**config.mk**
```make
export PLATFORM = sky130hd
export DESIGN_NAME = muldiv_ctrl_flat
export DESIGN_NICKNAME = d
export VERILOG_FILES = /design/src/rtl/muldiv_ctrl_pkg.sv /design/src/rtl/muldiv_ctrl_if.sv /design/src/rtl/muldiv_ctrl_iter.sv /design/src/rtl/muldiv_ctrl.sv /design/src/flat_wrapper.sv
export SDC_FILE = /design/constraint.sdc
export NUM_CORES = 1
export LEC_CHECK = 0
export BUFFER_PORTS_ARGS = -buffer_cell sky130_fd_sc_hd__buf_2
export CORE_ASPECT_RATIO = 0.75
export CORE_MARGIN = 4
export CORE_UTILIZATION = 60
export CTS_CLUSTER_DIAMETER = 50
export DETAILED_ROUTE_END_ITERATION = 8
export PLACE_DENSITY = 0.81
export SLEW_MARGIN = 40
export SYNTH_ARGS = -nofsm -noshare
export SYNTH_HDL_FRONTEND = slang
export SYNTH_SLANG_ARGS = --single-unit
```
**constraint.sdc**
```tcl
create_clock -name clk -period 4.4 [get_ports clk]
set_input_delay 0.22 -clock clk [delete_from_list [all_inputs] [get_ports clk]]
set_output_delay 0.22 -clock clk [all_outputs]
set_load 0.05 [all_outputs]
```
**src/rtl/muldiv_ctrl_pkg.sv**
```systemverilog
// mips_defs: shared opcode/func codes, FSM states and op-kind encodings for the HI/LO unit
package mips_defs;
  localparam logic [5:0] OP_SPECIAL = 6'b000000;
  localparam logic [5:0] F_MFHI = 6'b010000;
  localparam logic [5:0] F_MTHI = 6'b010001;
  localparam logic [5:0] F_MFLO = 6'b010010;
  localparam logic [5:0] F_MTLO = 6'b010011;
  localparam logic [5:0] F_MULT = 6'b011000;
  localparam logic [5:0] F_MULTU = 6'b011001;
  localparam logic [5:0] F_DIV = 6'b011010;
  localparam logic [5:0] F_DIVU = 6'b011011;
  typedef enum logic [1:0] {IDLE, CALC, FIX} state_t;
  // low two func bits of MULT/MULTU/DIV/DIVU map directly onto this encoding
  typedef enum logic [1:0] {MUL_S, MUL_U, DIV_S, DIV_U} kind_t;
endpackage

```
**src/rtl/muldiv_ctrl_if.sv**
```systemverilog
// muldiv_ctrl_if: EX-stage request and HI/LO result bundle
interface muldiv_ctrl_if;
  logic ex_valid;
  logic [5:0] ex_op;
  logic [5:0] ex_func;
  logic [31:0] ex_busA;
  logic [31:0] ex_busB;
  logic abort;
  logic stall;
  logic busy;
  logic [31:0] hi_num;
  logic [31:0] lo_num;
  modport master(output ex_valid, ex_op, ex_func, ex_busA, ex_busB, abort, input stall, busy, hi_num, lo_num);
  modport slave(input ex_valid, ex_op, ex_func, ex_busA, ex_busB, abort, output stall, busy, hi_num, lo_num);
endinterface

```
**src/rtl/muldiv_ctrl_iter.sv**
```systemverilog
// muldiv_iter: 64-bit accumulator doing one shift-add or restoring-divide step per enable, with sign fixup
module muldiv_iter
  import mips_defs::*;
(
  input  logic        clk,
  input  logic        load,
  input  logic        step,
  input  kind_t       kind,
  input  logic [31:0] a,
  input  logic [31:0] b,
  output logic [31:0] hi_res,
  output logic [31:0] lo_res
);
  logic [63:0] acc, nxt, prod;
  logic [31:0] m, ma, mb;
  logic [32:0] sum, diff;
  logic [64:0] sh;
  logic sgn, sa, sb, dz, mul, neg;
  kind_t k;
  assign sgn = kind == MUL_S || kind == DIV_S;
  assign ma = sgn && a[31] ? -a : a;
  assign mb = sgn && b[31] ? -b : b;
  assign mul = k == MUL_S || k == MUL_U;
  assign neg = sa ^ sb;
  // one iteration: multiply adds m into the high half then shifts right; divide shifts left and trial-subtracts
  always_comb begin
    sum = {1'b0, acc[63:32]} + {1'b0, m};
    sh = {acc, 1'b0};
    diff = sh[64:32] - {1'b0, m};
    nxt = mul ? (acc[0] ? {sum, acc[31:1]} : {1'b0, acc[63:1]})
              : (diff[32] ? sh[63:0] : {diff[31:0], sh[31:1], 1'b1});
  end
  // operand magnitudes and signs are captured at load so the EX buses may change afterwards
  always_ff @(posedge clk)
    if (load) begin
      acc <= {32'd0, ma};
      m <= mb;
      k <= kind;
      sa <= sgn & a[31];
      sb <= sgn & b[31];
      dz <= b == 32'd0;
    end else if (step) acc <= nxt;
  // remainder follows the dividend's sign; a zero divisor leaves |A| as remainder, which fixes back to A
  always_comb begin
    prod = neg ? -acc : acc;
    hi_res = mul ? prod[63:32] : (sa ? -acc[63:32] : acc[63:32]);
    lo_res = mul ? prod[31:0] : dz ? 32'hFFFF_FFFF : (neg ? -acc[31:0] : acc[31:0]);
  end
endmodule

```
**src/rtl/muldiv_ctrl.sv**
```systemverilog
// muldiv_ctrl: HI/LO owner with decode, iterative mult/div sequencing and pipeline stall
module muldiv_ctrl
  import mips_defs::*;
(
  input logic clk,
  input logic rst_n,
  muldiv_ctrl_if.slave bus
);
  state_t state, state_n;
  logic [4:0] cnt;
  logic [31:0] hi, lo, hi_res, lo_res;
  logic is_sp, is_start, is_move, accept, wr_fix, mthi, mtlo, busy_q;
  assign is_sp = bus.ex_valid && bus.ex_op == OP_SPECIAL;
  assign is_start = is_sp && bus.ex_func inside {F_MULT, F_MULTU, F_DIV, F_DIVU};
  assign is_move = is_sp && bus.ex_func inside {F_MFHI, F_MTHI, F_MFLO, F_MTLO};
  assign accept = state == IDLE && is_start && !bus.abort;
  assign wr_fix = state == FIX && !bus.abort;
  assign mthi = state == IDLE && is_sp && bus.ex_func == F_MTHI && !bus.abort;
  assign mtlo = state == IDLE && is_sp && bus.ex_func == F_MTLO && !bus.abort;
  assign bus.stall = (is_start || is_move) && busy_q;
  assign bus.busy = busy_q;
  assign bus.hi_num = hi;
  assign bus.lo_num = lo;
  // next state: abort wins everywhere; CALC runs 32 iterations before the fixup cycle
  always_comb begin
    state_n = bus.abort ? IDLE
            : state == IDLE ? (accept ? CALC : IDLE)
            : state == CALC ? (cnt == 5'd31 ? FIX : CALC)
            : IDLE;
  end
  // state, iteration counter and registered busy flag
  always_ff @(posedge clk)
    if (!rst_n) begin
      state <= IDLE;
      cnt <= '0;
      busy_q <= 1'b0;
    end else begin
      state <= state_n;
      cnt <= state == CALC ? cnt + 5'd1 : '0;
      busy_q <= state_n != IDLE;
    end
  // HI/LO: result write from FIX, otherwise direct moves while idle
  always_ff @(posedge clk)
    if (!rst_n) begin
      hi <= '0;
      lo <= '0;
    end else if (wr_fix) begin
      hi <= hi_res;
      lo <= lo_res;
    end else begin
      if (mthi) hi <= bus.ex_busA;
      if (mtlo) lo <= bus.ex_busA;
    end
  muldiv_iter u_iter (
    .clk(clk),
    .load(accept),
    .step(state == CALC),
    .kind(kind_t'(bus.ex_func[1:0])),
    .a(bus.ex_busA),
    .b(bus.ex_busB),
    .hi_res(hi_res),
    .lo_res(lo_res)
  );
endmodule

```
**src/flat_wrapper.sv**
```systemverilog
// flat-port wrapper written by rule: the top's interface ports become plain ports
module muldiv_ctrl_flat import mips_defs::*;
  (clk, rst_n, bus_ex_valid, bus_ex_op, bus_ex_func, bus_ex_busA, bus_ex_busB, bus_abort, bus_stall, bus_busy, bus_hi_num, bus_lo_num);
  muldiv_ctrl_if bus_i ();
  input logic clk;
  input logic rst_n;
  input wire logic [$bits(bus_i.ex_valid)-1:0] bus_ex_valid;
  input wire logic [$bits(bus_i.ex_op)-1:0] bus_ex_op;
  input wire logic [$bits(bus_i.ex_func)-1:0] bus_ex_func;
  input wire logic [$bits(bus_i.ex_busA)-1:0] bus_ex_busA;
  input wire logic [$bits(bus_i.ex_busB)-1:0] bus_ex_busB;
  input wire logic [$bits(bus_i.abort)-1:0] bus_abort;
  output wire logic [$bits(bus_i.stall)-1:0] bus_stall;
  output wire logic [$bits(bus_i.busy)-1:0] bus_busy;
  output wire logic [$bits(bus_i.hi_num)-1:0] bus_hi_num;
  output wire logic [$bits(bus_i.lo_num)-1:0] bus_lo_num;
  assign bus_i.ex_valid = bus_ex_valid;
  assign bus_i.ex_op = bus_ex_op;
  assign bus_i.ex_func = bus_ex_func;
  assign bus_i.ex_busA = bus_ex_busA;
  assign bus_i.ex_busB = bus_ex_busB;
  assign bus_i.abort = bus_abort;
  assign bus_stall = bus_i.stall;
  assign bus_busy = bus_i.busy;
  assign bus_hi_num = bus_i.hi_num;
  assign bus_lo_num = bus_i.lo_num;
  muldiv_ctrl u_core (.clk(clk), .rst_n(rst_n), .bus(bus_i));
endmodule
```
# Word-level counts from Yosys, hierarchy flattened
# Index checks and enable logic that the tools add are counted.
dict set report op_classes {
  muxes 22
  n_bitwise 3
  n_eq_ne 13
  n_reduce_logical 30
  n_addsub 8
}
# operator count
set op_table {}
lappend op_table {{2-to-1 mux 32 bit} 13}
lappend op_table {{2-to-1 mux 64 bit} 4}
lappend op_table {{negator 32 bit} 4}
lappend op_table {{negator 64 bit} 1}
lappend op_table {{== test 6 x 5 -> 1 bit, second input constant} 8}
lappend op_table {{adder 32 x 32 -> 33 bit} 1}
lappend op_table {{subtractor 33 x 32 -> 33 bit} 1}
lappend op_table {{logical NOT 32 bit} 1}
lappend op_table {{logical AND 1 bit} 14}
lappend op_table {{2-to-1 mux 2 bit} 4}
lappend op_table {{nonzero test 2 bit} 4}
lappend op_table {{nonzero test 4 bit} 2}
lappend op_table {{logical NOT 2 bit} 3}
lappend op_table {{logical NOT 6 bit} 1}
lappend op_table {{adder 5 x 1 -> 5 bit, second input constant} 1}
lappend op_table {{== test 5 bit, second input constant} 1}
lappend op_table {{== test 2 x 1 -> 1 bit, second input constant} 2}
lappend op_table {{== test 2 bit, second input constant} 2}
lappend op_table {{logical OR 1 bit} 3}
lappend op_table {{AND 1 bit} 2}
lappend op_table {{AND reduction 2 bit} 1}
lappend op_table {{logical NOT 1 bit} 1}
lappend op_table {{2-to-1 mux 1 bit} 1}
lappend op_table {{XOR 1 bit} 1}
dict set report totals {
  input_bits 80
  out_inout_bits 66
  regBits 173
  elab_cells 88
}

# Depth between registers and ports, before layout
# Gate-level depths: netlist of run 1.
dict set report logic_depth {
  depth_word 9
  mapped_depth 14
}

# Modules after synthesis
# Synthesis of run 1 repeated with hierarchy kept, for this count alone.
dict set report hier_totals {
  cells_unflattened 1876
  area_unflattened_um2 14821.7
}
# mod area_per_inst_um2 cells_each n_inst
set by_module_without_submodules {}
lappend by_module_without_submodules {muldiv_iter 11388.4 1458 1}
lappend by_module_without_submodules {muldiv_ctrl 3433.3 418 1}

# Least setup slack after synthesis of run 1
# No wires, ideal clock.
dict set report synth_path {
  kind {input-to-reg}
  startpoint {input bus_ex_op[5]}
  endpoint {register u_core.u_iter.acc[27], data pin}
  t_required_ns 4.077
  path_buffers 3
  setup_ns 0.323
  path_slack_ns 0.900
  t_arrival_ns 3.177
  stages 9
  cell_sequence {nor4b_1 -> nand4b_1 -> or4_1 -> or2_2 -> clkbuf_1 -> inv_1 -> clkbuf_1 -> clkbuf_1 -> a21oi_1}
}
dict set report synth_via {
  elab_chain_len 6
}
# item line
set synth_lines {}
lappend synth_lines {{from (decl)} flat_wrapper.sv:8} ;# input wire logic [$bits(bus_i.ex_op)-1:0] bus_ex_op;
lappend synth_lines {{logical NOT 6 bit} muldiv_ctrl.sv:13} ;# assign is_sp = bus.ex_valid && bus.ex_op == OP_SPECIAL;
lappend synth_lines {{logical AND 1 bit} muldiv_ctrl.sv:13}
lappend synth_lines {{logical AND 1 bit} muldiv_ctrl.sv:14} ;# assign is_start = is_sp && bus.ex_func inside {F_MULT, F_MULTU, F_DIV, F_DIVU};
lappend synth_lines {{logical AND 1 bit (2 in a row)} muldiv_ctrl.sv:16} ;# assign accept = state == IDLE && is_start && !bus.abort;
lappend synth_lines {{2-to-1 mux 32 bit} muldiv_ctrl_iter.sv:35} ;# if (load) begin
lappend synth_lines {{to (signal assigned)} muldiv_ctrl_iter.sv:36} ;# acc <= {32'd0, ma};
lappend synth_lines {{to (signal assigned)} muldiv_ctrl_iter.sv:42} ;# end else if (step) acc <= nxt;
lappend synth_lines {{to (decl)} muldiv_ctrl_iter.sv:14} ;# logic [63:0] acc, nxt, prod;
# No other way between the ends.
# A chain may end at the register's enable or synchronous reset.

# Final worst setup path of run 1
dict set report layout_path {
  startpoint {register u_core.u_iter.acc[32]}
  endpoint {register u_core.u_iter.acc[38]}
}
dict set report layout_via {
  elab_chain_len 3
  word_cells_on_any_way 5
}
# item line
set layout_lines {}
lappend layout_lines {{subtractor 33 x 32 -> 33 bit / adder 32 x 32 -> 33 bit (equally long branches)} {muldiv_ctrl_iter.sv:29, muldiv_ctrl_iter.sv:27}}
lappend layout_lines {{2-to-1 mux 64 bit (on tied branches)} {muldiv_ctrl_iter.sv:31, muldiv_ctrl_iter.sv:30}}
lappend layout_lines {{2-to-1 mux 64 bit *} muldiv_ctrl_iter.sv:30} ;# nxt = mul ? (acc[0] ? {sum, acc[31:1]} : {1'b0, acc[63:1]})
# Every way passes the cells marked *; elsewhere a longest branch is shown, timed or not.

==> flow_results.org, run 1 <==
** Yosys
- Of all cell types, the one taking the most synthesized area is sky130_fd_sc_hd__dfxtp_1.
- Post-synth ARST share :: 0%
- In the post-synthesis netlist, the cell with the most instances is sky130_fd_sc_hd__a21oi_1.
- The number of different library cells used by synthesis comes to 77.
- Average cell area after synthesis :: 8.09 um^2
- Synth top area cells :: sky130_fd_sc_hd__dfxtp_1, sky130_fd_sc_hd__edfxtp_1, sky130_fd_sc_hd__a21oi_1, sky130_fd_sc_hd__ha_1, sky130_fd_sc_hd__xnor2_1
- Leading register cell type out of synthesis :: sky130_fd_sc_hd__dfxtp_1
- Sequential elements use 29.0% of the synthesized area.
- Cell count after synthesis :: around 1800
- During synthesis, Yosys emitted a total of 0 warnings.
- The synthesized netlist occupies a cell area of 0.0142 mm^2.
- In this run, synthesis inferred 68 flip-flops with an integrated enable.
- Total nets after synthesis :: approximately 1900
- Synthesis inferred 172 register bits.
- Fraction of post-synthesis cell area in the top cell type by area :: 14.6%
- Ranked by instance count, the synthesized netlist is headed by sky130_fd_sc_hd__a21oi_1, sky130_fd_sc_hd__nand2_1, sky130_fd_sc_hd__o21ai_0.

** Floorplanning
- Horizontal die dimension :: 186 um
- Die area :: 0.0263 mm^2
- Count of pins on the block boundary :: approximately 150
- For this configuration, the core starts out at a cell density of 61.4%.
- DIE HEIGHT :: 141 um
- In this run the standard cell core region covers 0.0232 mm^2.
- # rows :: 48

** Critical path
- In this run the number of cells on the critical path is 11.
- The startpoint identified for the worst register-to-register timing path is u_core.u_iter.acc[32]$_SDFFE_PN0N_.
- Measured in cells, the most critical reg-to-reg path has a length of 11.
- Reg2Reg Capture Point :: u_core.u_iter.acc[38]$_SDFFE_PN0N_
- In this run the worst path has a maximum fanout of 40.
- At the worst endpoint, the required time is 4.72 ns.
- In this design, the stage delay of the slowest critical-path cell is around 0.51 ns.
- The slowest stage of the critical path is the sky130_fd_sc_hd__dfxtp_1 cell.
- Setup slack of the worst register-to-register path :: 0.58 ns
- CP Launch Type :: flip-flop
- On the critical path the largest part of the delay comes from compound AO/OA/AOI/OAI gates.
- The critical path in this run is classified as flip-flop to flip-flop.
- The critical path goes through inv_1 -> fa_1 -> nand2b_1 -> a21oi_1 -> o21ai_0 -> o21ai_1 -> a211oi_1 -> xnor2_2 -> buf_12 -> mux2_2 -> a221o_1.
- STA classifies the critical path endpoint as a flip-flop.
- The critical path contains buffers and inverters numbering 2 combined.
- Data arrives at the worst endpoint at 4.14 ns.

** Placed design
- Summed over all nets, the half-perimeter wirelength after detailed placement is 35.0 mm.
- Count of buffers inserted at the top-level ports :: 145
- Global placer's final weighted congestion :: 0.993
- Setup slack at placement :: 0.714 ns

** CTS
- In this run the number of H-tree levels came out at 4.
- # resized after CTS :: 0
- Clock latency on the worst-skew pair, taken at its later pin, is 0.44 ns.
- CTS sink count :: between 150 and 200
- After clock tree synthesis, the clock-pin slew on the worst setup and hold paths is about 0.06 ns.
- The root buffer cell chosen for the clock tree is sky130_fd_sc_hd__clkbuf_16.
- Total clock buffers created by CTS :: 17
- The clock passes through at most 2 buffers.
- After clock tree synthesis, the setup repair step added 0 buffers.
- TritonCTS clock tree :: done

** Flow run
- The tool flagged a number of max-cap violations equal to 0.

** Global routing
- The via count of the first global-routing pass is 13440.
- The initial antenna violation count came to 1.
- Global-route wire length before repair :: between 70 and 80 mm
- Entering global routing, the biggest net connects 54 pins.
- The total overflow left after global routing is 0.
- Global routing used 35.1% of the available tracks.

** Route
- Violation count after the first detailed-routing iteration :: 1791
- ANT nets after route :: 0
- Total vias in the final route :: 14481
- After detailed routing, the number of remaining DRC violations is 0.
- Via-per-instance ratio :: roughly 6.7
- In the final routed layout, each cell accounts on average for around 22 um.
- Total Routed Length :: 47.0 mm
- Number of detailed-route iterations in the first pass :: 6

** Layout
- Share of cells above drive strength 1 :: around an eighth
- The number of antenna diodes in the final layout is 0.
- For this run, the post-layout net count is 1995.
- Final Core Density :: 67.9%
- Compared with the post-synthesis result, the final layout area differs by 10.5%.

** Worst hold path
- Hold crit path type :: input port to flip-flop
- Cells on Worst Hold Path :: 1
- The worst hold path begins at bus_ex_func[1].
- The worst hold path terminates at u_core.u_iter.k[1]$_DFFE_PN_.

** Pwr
- For this design the static power due to leakage is 6.38 nW.
- In this run the power density over the cells is 256 mW/mm^2.
- Maximum resistive drop on vdd :: 0.000302 V

** Timing
- Max Fclk :: 0.262 GHz
- At the pin with the least slew margin, the transition time is approximately 0.86 ns.
- Setup TNS after final layout :: 0 ns
- Measured against its own limit, the worst slew margin works out to 42.4%.
- Count of pins over their slew limit :: 0
- Min Tclk post-route :: between 3 and 4 ns
- Hold is met by approximately 0.06 ns.
- The hold violation total from the final report is 0.
- Post-route worst setup slack :: around 0.58 ns
- Final clock skew :: roughly 0.014 ns
- Unrepaired setup endpoints after global routing :: false
- Final period util :: between 80% and 90%
- Final-report setup violation count :: 0

** Outcome
- Outcome :: complete, no violations
-- state kept, by name, summed over array words and instances, names as in the netlist --
name,flops
u_core.u_iter.sa,1
u_core.u_iter.sb,1
u_core.u_iter.k,1
u_core.u_iter.acc,64
u_core.bus.lo_num,32
u_core.cnt,5
u_core.state,2
u_core.u_iter.m,32
u_core.bus.busy,1
u_core.u_iter.dz,1
u_core.bus.hi_num,32
-- routing by layer --
layer  GRT usage (%)  wire [um]  vias to the layer above
met5               0         18                        -
met4            11.3       1540                        2
met3            8.53       5760                      150
met2            51.4      19700                      929
met1            50.9      20000                     6769
li1                -          -                     6631
-- how the worst max path moves through the flow --
stage,start,endpoint,slack (ns)
6_report,u_core.u_iter.acc[32]$_SDFFE_PN0N_,u_core.u_iter.acc[38]$_SDFFE_PN0N_,0.58
5_1_grt,u_core.u_iter.acc[32]$_SDFFE_PN0N_,u_core.u_iter.acc[38]$_SDFFE_PN0N_,0.44
4_1_cts,u_core.u_iter.acc[32]$_SDFFE_PN0N_,u_core.u_iter.acc[38]$_SDFFE_PN0N_,0.70
3_5_place_dp,u_core.u_iter.acc[32]$_SDFFE_PN0N_,u_core.u_iter.acc[38]$_SDFFE_PN0N_,0.71
3_3_place_gp,u_core.u_iter.acc[32]$_SDFFE_PN0N_,u_core.u_iter.acc[38]$_SDFFE_PN0N_,0.81
2_1_floorplan,bus_ex_op[5],u_core.u_iter.acc[27]$_DFFE_PP_,0.90
-- what timing repair did --
item | in CTS | in global routing
hold buffers | 1 | 0
endpoints found under the hold margin | 1 | 0
setup endpoints to repair | 0 | 0
-- final cells by class --
type,instances,area (um^2)
flip-flops and latches,172,4120
inverters,66,249
clock inverters,8,82.6
clock buffers,24,473
multi-input cells,1408,9450
repair buffers,178,988
well taps,300,375
fillers,1950,7440
-- layout by cell type, fill, tap and decap left out, types with 17 or more instances in the layout --
master,n
sky130_fd_sc_hd__a21oi_1,175
sky130_fd_sc_hd__buf_2,145
sky130_fd_sc_hd__nand2_1,143
sky130_fd_sc_hd__o21ai_0,137
sky130_fd_sc_hd__nor2_1,124
sky130_fd_sc_hd__dfxtp_1,104
sky130_fd_sc_hd__xnor2_1,97
sky130_fd_sc_hd__ha_1,70
sky130_fd_sc_hd__xor2_1,68
sky130_fd_sc_hd__edfxtp_1,68
sky130_fd_sc_hd__inv_1,65
sky130_fd_sc_hd__mux2i_1,62
sky130_fd_sc_hd__nor2b_1,40
sky130_fd_sc_hd__nor3_1,38
sky130_fd_sc_hd__a221oi_1,35
sky130_fd_sc_hd__buf_4,31
sky130_fd_sc_hd__a21o_1,29
sky130_fd_sc_hd__and2_1,28
sky130_fd_sc_hd__nand3_1,24
sky130_fd_sc_hd__a31oi_1,22
sky130_fd_sc_hd__nand2b_1,21
sky130_fd_sc_hd__a22oi_1,19
sky130_fd_sc_hd__clkbuf_16,18
sky130_fd_sc_hd__and3_1,17
-- where the power goes --
group | switching, W | internal (W)
Clock | 0.000679 | 0.000820
Combinational | 0.000473 | 0.000328
Sequential | 0.0000600 | 0.00168
-- metrics by stage --
step | instance area [um^2] | total power (W) | instances
6_report | 15700 | 0.00404 | 2156
5_1_grt | 15700 | 0.00418 | 2156
4_1_cts | 15700 | 0.00401 | 2156
3_5_place_dp | 15200 | 0.00254 | 2123
3_3_place_gp | 15200 | 0.00252 | 2123
2_1_floorplan | 14200 | 0.00229 | 1760
-- worst register-to-register path: cells and delay by family, from the launching register on --
| kind | cells | cell delay (ns) |
|---|---|---|
| buf+inv | 2 | 0.47 |
| fa+ha+maj | 1 | 0.46 |
| simple gates | 1 | 0.19 |
| xor+xnor | 1 | 0.21 |
| compound gates | 5 | 1.46 |
| flops | 1 | 0.51 |
| mux | 1 | 0.41 |
-- cells by family after synthesis --
| kind of cell | Yosys count | share of synthesized area, % |
|---|---|---|
| XOR/XNOR | 166 | 10.2 |
| adder cells (fa/ha/maj) | 72 | 6.43 |
| flip-flops | 172 | 29.0 |
| multiplexers | 67 | 4.75 |
| AO/OA/AOI/OAI | 576 | 26.0 |
| buffers and inverters | 180 | 4.83 |
| AND/OR/NAND/NOR | 527 | 18.8 |
(Power assumes the default switching activity.)
==> run 2: changes to the inputs <==
==> constraint.sdc (replaced) <==
create_clock -name clk -period 4.9 [get_ports clk]
set_input_delay 0.245 -clock clk [delete_from_list [all_inputs] [get_ports clk]]
set_output_delay 0.245 -clock clk [all_outputs]
set_load 0.05 [all_outputs]
==> run 2 against run 1 <==
Register-to-register slack better by 0.51 ns. Combinational power down 12%. Power fell by 9.1%. Hold slack lost 0.042 ns. Utilization shrank 0.070 points. Critical endpoint unchanged.
==> flow_results.org, run 2 (synthesized netlist as in run 1, its figures left out) <==
** Critical path
- Data arrival time of the critical path :: 4.15 ns
- Of all nets on the critical path, the largest fanout is 40.
- The critical path is of the flip-flop to flip-flop type.
- CP Launch Type :: flip-flop
- Worst EP required :: 5.24 ns
- The worst register-to-register path has a setup slack of 1.09 ns.
- The worst setup path is captured at a flip-flop.

** CTS
- H-tree depth :: 4
- In this run, CTS created clock tree buffers numbering 17.
- Clock-pin slew was measured on the worst setup and hold paths at 0.08 ns.
- The number of gates resized after CTS was 0.
- Clock tree buffer depth :: 2
- TritonCTS built the clock tree.
- Post-CTS Setup Bufs :: 0
- The clock net in this run drives a total of 172 sinks.
- Hold buffer count at cts :: 0
- The cell sitting at the root of the clock tree is a sky130_fd_sc_hd__clkbuf_16.
- For the worst-skew pair, the clock arrives at the later sink with an insertion delay of roughly 0.46 ns.

** Layout
- Flip-flop count of the largest register after layout :: 64
- At the end of the flow, the number of nets in the layout was between 1500 and 2000.
- Leaving out fill and tap cells, the most frequent cells in the layout are sky130_fd_sc_hd__a21oi_1, sky130_fd_sc_hd__buf_2, sky130_fd_sc_hd__nand2_1.
- Final Instance Count excl. Fillers :: between 2000 and 2500
- Relative to the synthesized area, the layout overhead comes to 10.4%.
- In the final layout, the share of cells above drive strength 1 is 12.7%.
- Register with the highest flop count :: u_core.u_iter.acc
- Final Core Density :: 67.8%
- Leaving out fill and tap cells, the most frequent cell in the layout is sky130_fd_sc_hd__a21oi_1.
- Diode count :: 0
- Filler cell count :: about 2000

** Timing
- On the final layout, the worst clock skew is ~0.014 ns.
- Setup repair after global routing left no endpoint under its margin.
- Derived from the worst setup path, the maximum achievable clock frequency is 0.262 GHz.
- Final period util :: between 70 and 80%
- Transition at the pin with the smallest max-transition slack :: a little under 0.9 ns
- The hold violation total from the final report came to 0.
- Smallest hold slack :: 0.0180 ns
- The max-slew violation count came to 0.
- Headroom to the max-slew limit came out at 40.7%.
- Setup TNS after final layout :: 0 ns
- Final-report setup violation count :: 0
- The worst path needs 3.81 ns of the cycle, external delays included.

** Global routing
- Vias in the first global route :: 13361
- For met1 alone, demand over resource in global routing was 53.5%.
- Initial antenna violation count :: 0
- Layer carrying the most global-route usage :: met1
- Overall fraction of global-route tracks in use :: 35.7%
- The total overflow left after global routing is 0.
- Global-route met2 utilization :: around half
- Global routing consumed, on the met3 layer, 8.97% of the routing resources.
- Global-route wire length before repair :: 74.6 mm
- Largest net degree at the start of global routing :: 70

** Placed design
- Global placer's final weighted congestion :: between 1 and 1.5
- Port buffering added 145 buffers.
- After detailed placement, the design holds a cell count of between 2000 and 2500.
- Detailed placement ended at an HPWL of 35.8 mm.

** Route
- Number of detailed-route iterations in the first pass :: 6
- Via-per-instance ratio :: 6.82
- Total Routed Length :: 48.2 mm
- After detailed routing, the average wire length per cell comes to 22.4 um.
- Once detail routing completed, the nets flagged for antenna violations numbered 0.
- Violation count after the first detailed-routing iteration :: 2019
- Total vias in the final route :: around 15000
- Detailed-route DRC error count :: 0

** Floorplanning
- The core region is approximately 0.023 mm^2.
- 146 I/O pins were placed.
- Horizontal die dimension :: 186 um
- In this run the core area contains 48 standard-cell rows.
- Once the floorplan was initialized, standard cells occupied 61.4% of the core.
- DIE HEIGHT :: 141 um
- The floorplan step defined a die boundary enclosing ~0.026 mm^2.

** Pwr
- IR analysis of the VDD net gives a maximum drop of 0.000248 V.
- Total power divided by cell area :: 233 mW/mm^2
- Leakage power of the design :: 6.36 nW

** Flow run
- Number of max-cap violations :: 0

** Worst hold path
- Hold crit path type :: input port to flip-flop

** Outcome
- Outcome :: complete, no violations
[run 2: stage by stage]
step           setup slack (ns)  total power, W  instance area, um^2
2_1_floorplan              1.37         0.00206                14200
3_3_place_gp               1.37         0.00227                15100
3_5_place_dp               1.13         0.00228                15100
4_1_cts                    1.17         0.00364                15700
5_1_grt                   0.891         0.00378                15700
6_report                   1.09         0.00367                15700
[run 2: cell type report]
class | instances | area, um^2 | area share, %
multi-input cells | 1408 | 9450 | 60.1
flip-flops and latches | 172 | 4120 | 26.2
repair buffers | 170 | 941 | 5.98
clock buffers | 19 | 464 | 2.95
well taps | 300 | 375 | 2.39
inverters | 66 | 249 | 1.58
clock inverters | 13 | 116 | 0.740
[run 2: layer usage]
| layer | wire length (um) | part of all wire (%) | vias up |
|---|---|---|---|
| li1 | - | - | 6615 |
| met1 | 20900 | 43 | 6949 |
| met2 | 20300 | 42 | 961 |
| met3 | 5850 | 12 | 115 |
| met4 | 1150 | 2.4 | 0 |
| met5 | 0 | 0 | - |
[run 2: where the power goes]
group,total (W),internal [W],switching (W)
logic,0.000706,0.000290,0.000416
registers,0.00157,0.00150,0.0000676
clock network,0.00139,0.000713,0.000675
total,0.00367,0.00251,0.00116
[run 2: final timing paths]
path / depth (start not counted) / endpoint / from
setup / recovery: 11 / u_core.u_iter.acc[38]$_SDFFE_PN0N_ / u_core.u_iter.acc[32]$_SDFFE_PN0N_
hold / removal: 2 / u_core.state[1]$_SDFF_PN0_ / bus_abort
setup reg to reg: 11 / u_core.u_iter.acc[38]$_SDFFE_PN0N_ / u_core.u_iter.acc[32]$_SDFFE_PN0N_
hold reg to reg: 1 / u_core.cnt[0]$_SDFF_PN0_ / u_core.cnt[0]$_SDFF_PN0_
[run 2: critical path: stages (launching register included)]
cell                       delay, ns
sky130_fd_sc_hd__dfxtp_1        0.54
sky130_fd_sc_hd__inv_1          0.21
sky130_fd_sc_hd__fa_1           0.47
sky130_fd_sc_hd__nand2b_1       0.20
sky130_fd_sc_hd__a21oi_1        0.23
sky130_fd_sc_hd__o21ai_0        0.26
sky130_fd_sc_hd__o21ai_1        0.41
sky130_fd_sc_hd__a211oi_1       0.18
sky130_fd_sc_hd__xnor2_2        0.21
sky130_fd_sc_hd__buf_12         0.28
sky130_fd_sc_hd__mux2_2         0.37
sky130_fd_sc_hd__a221o_1        0.31
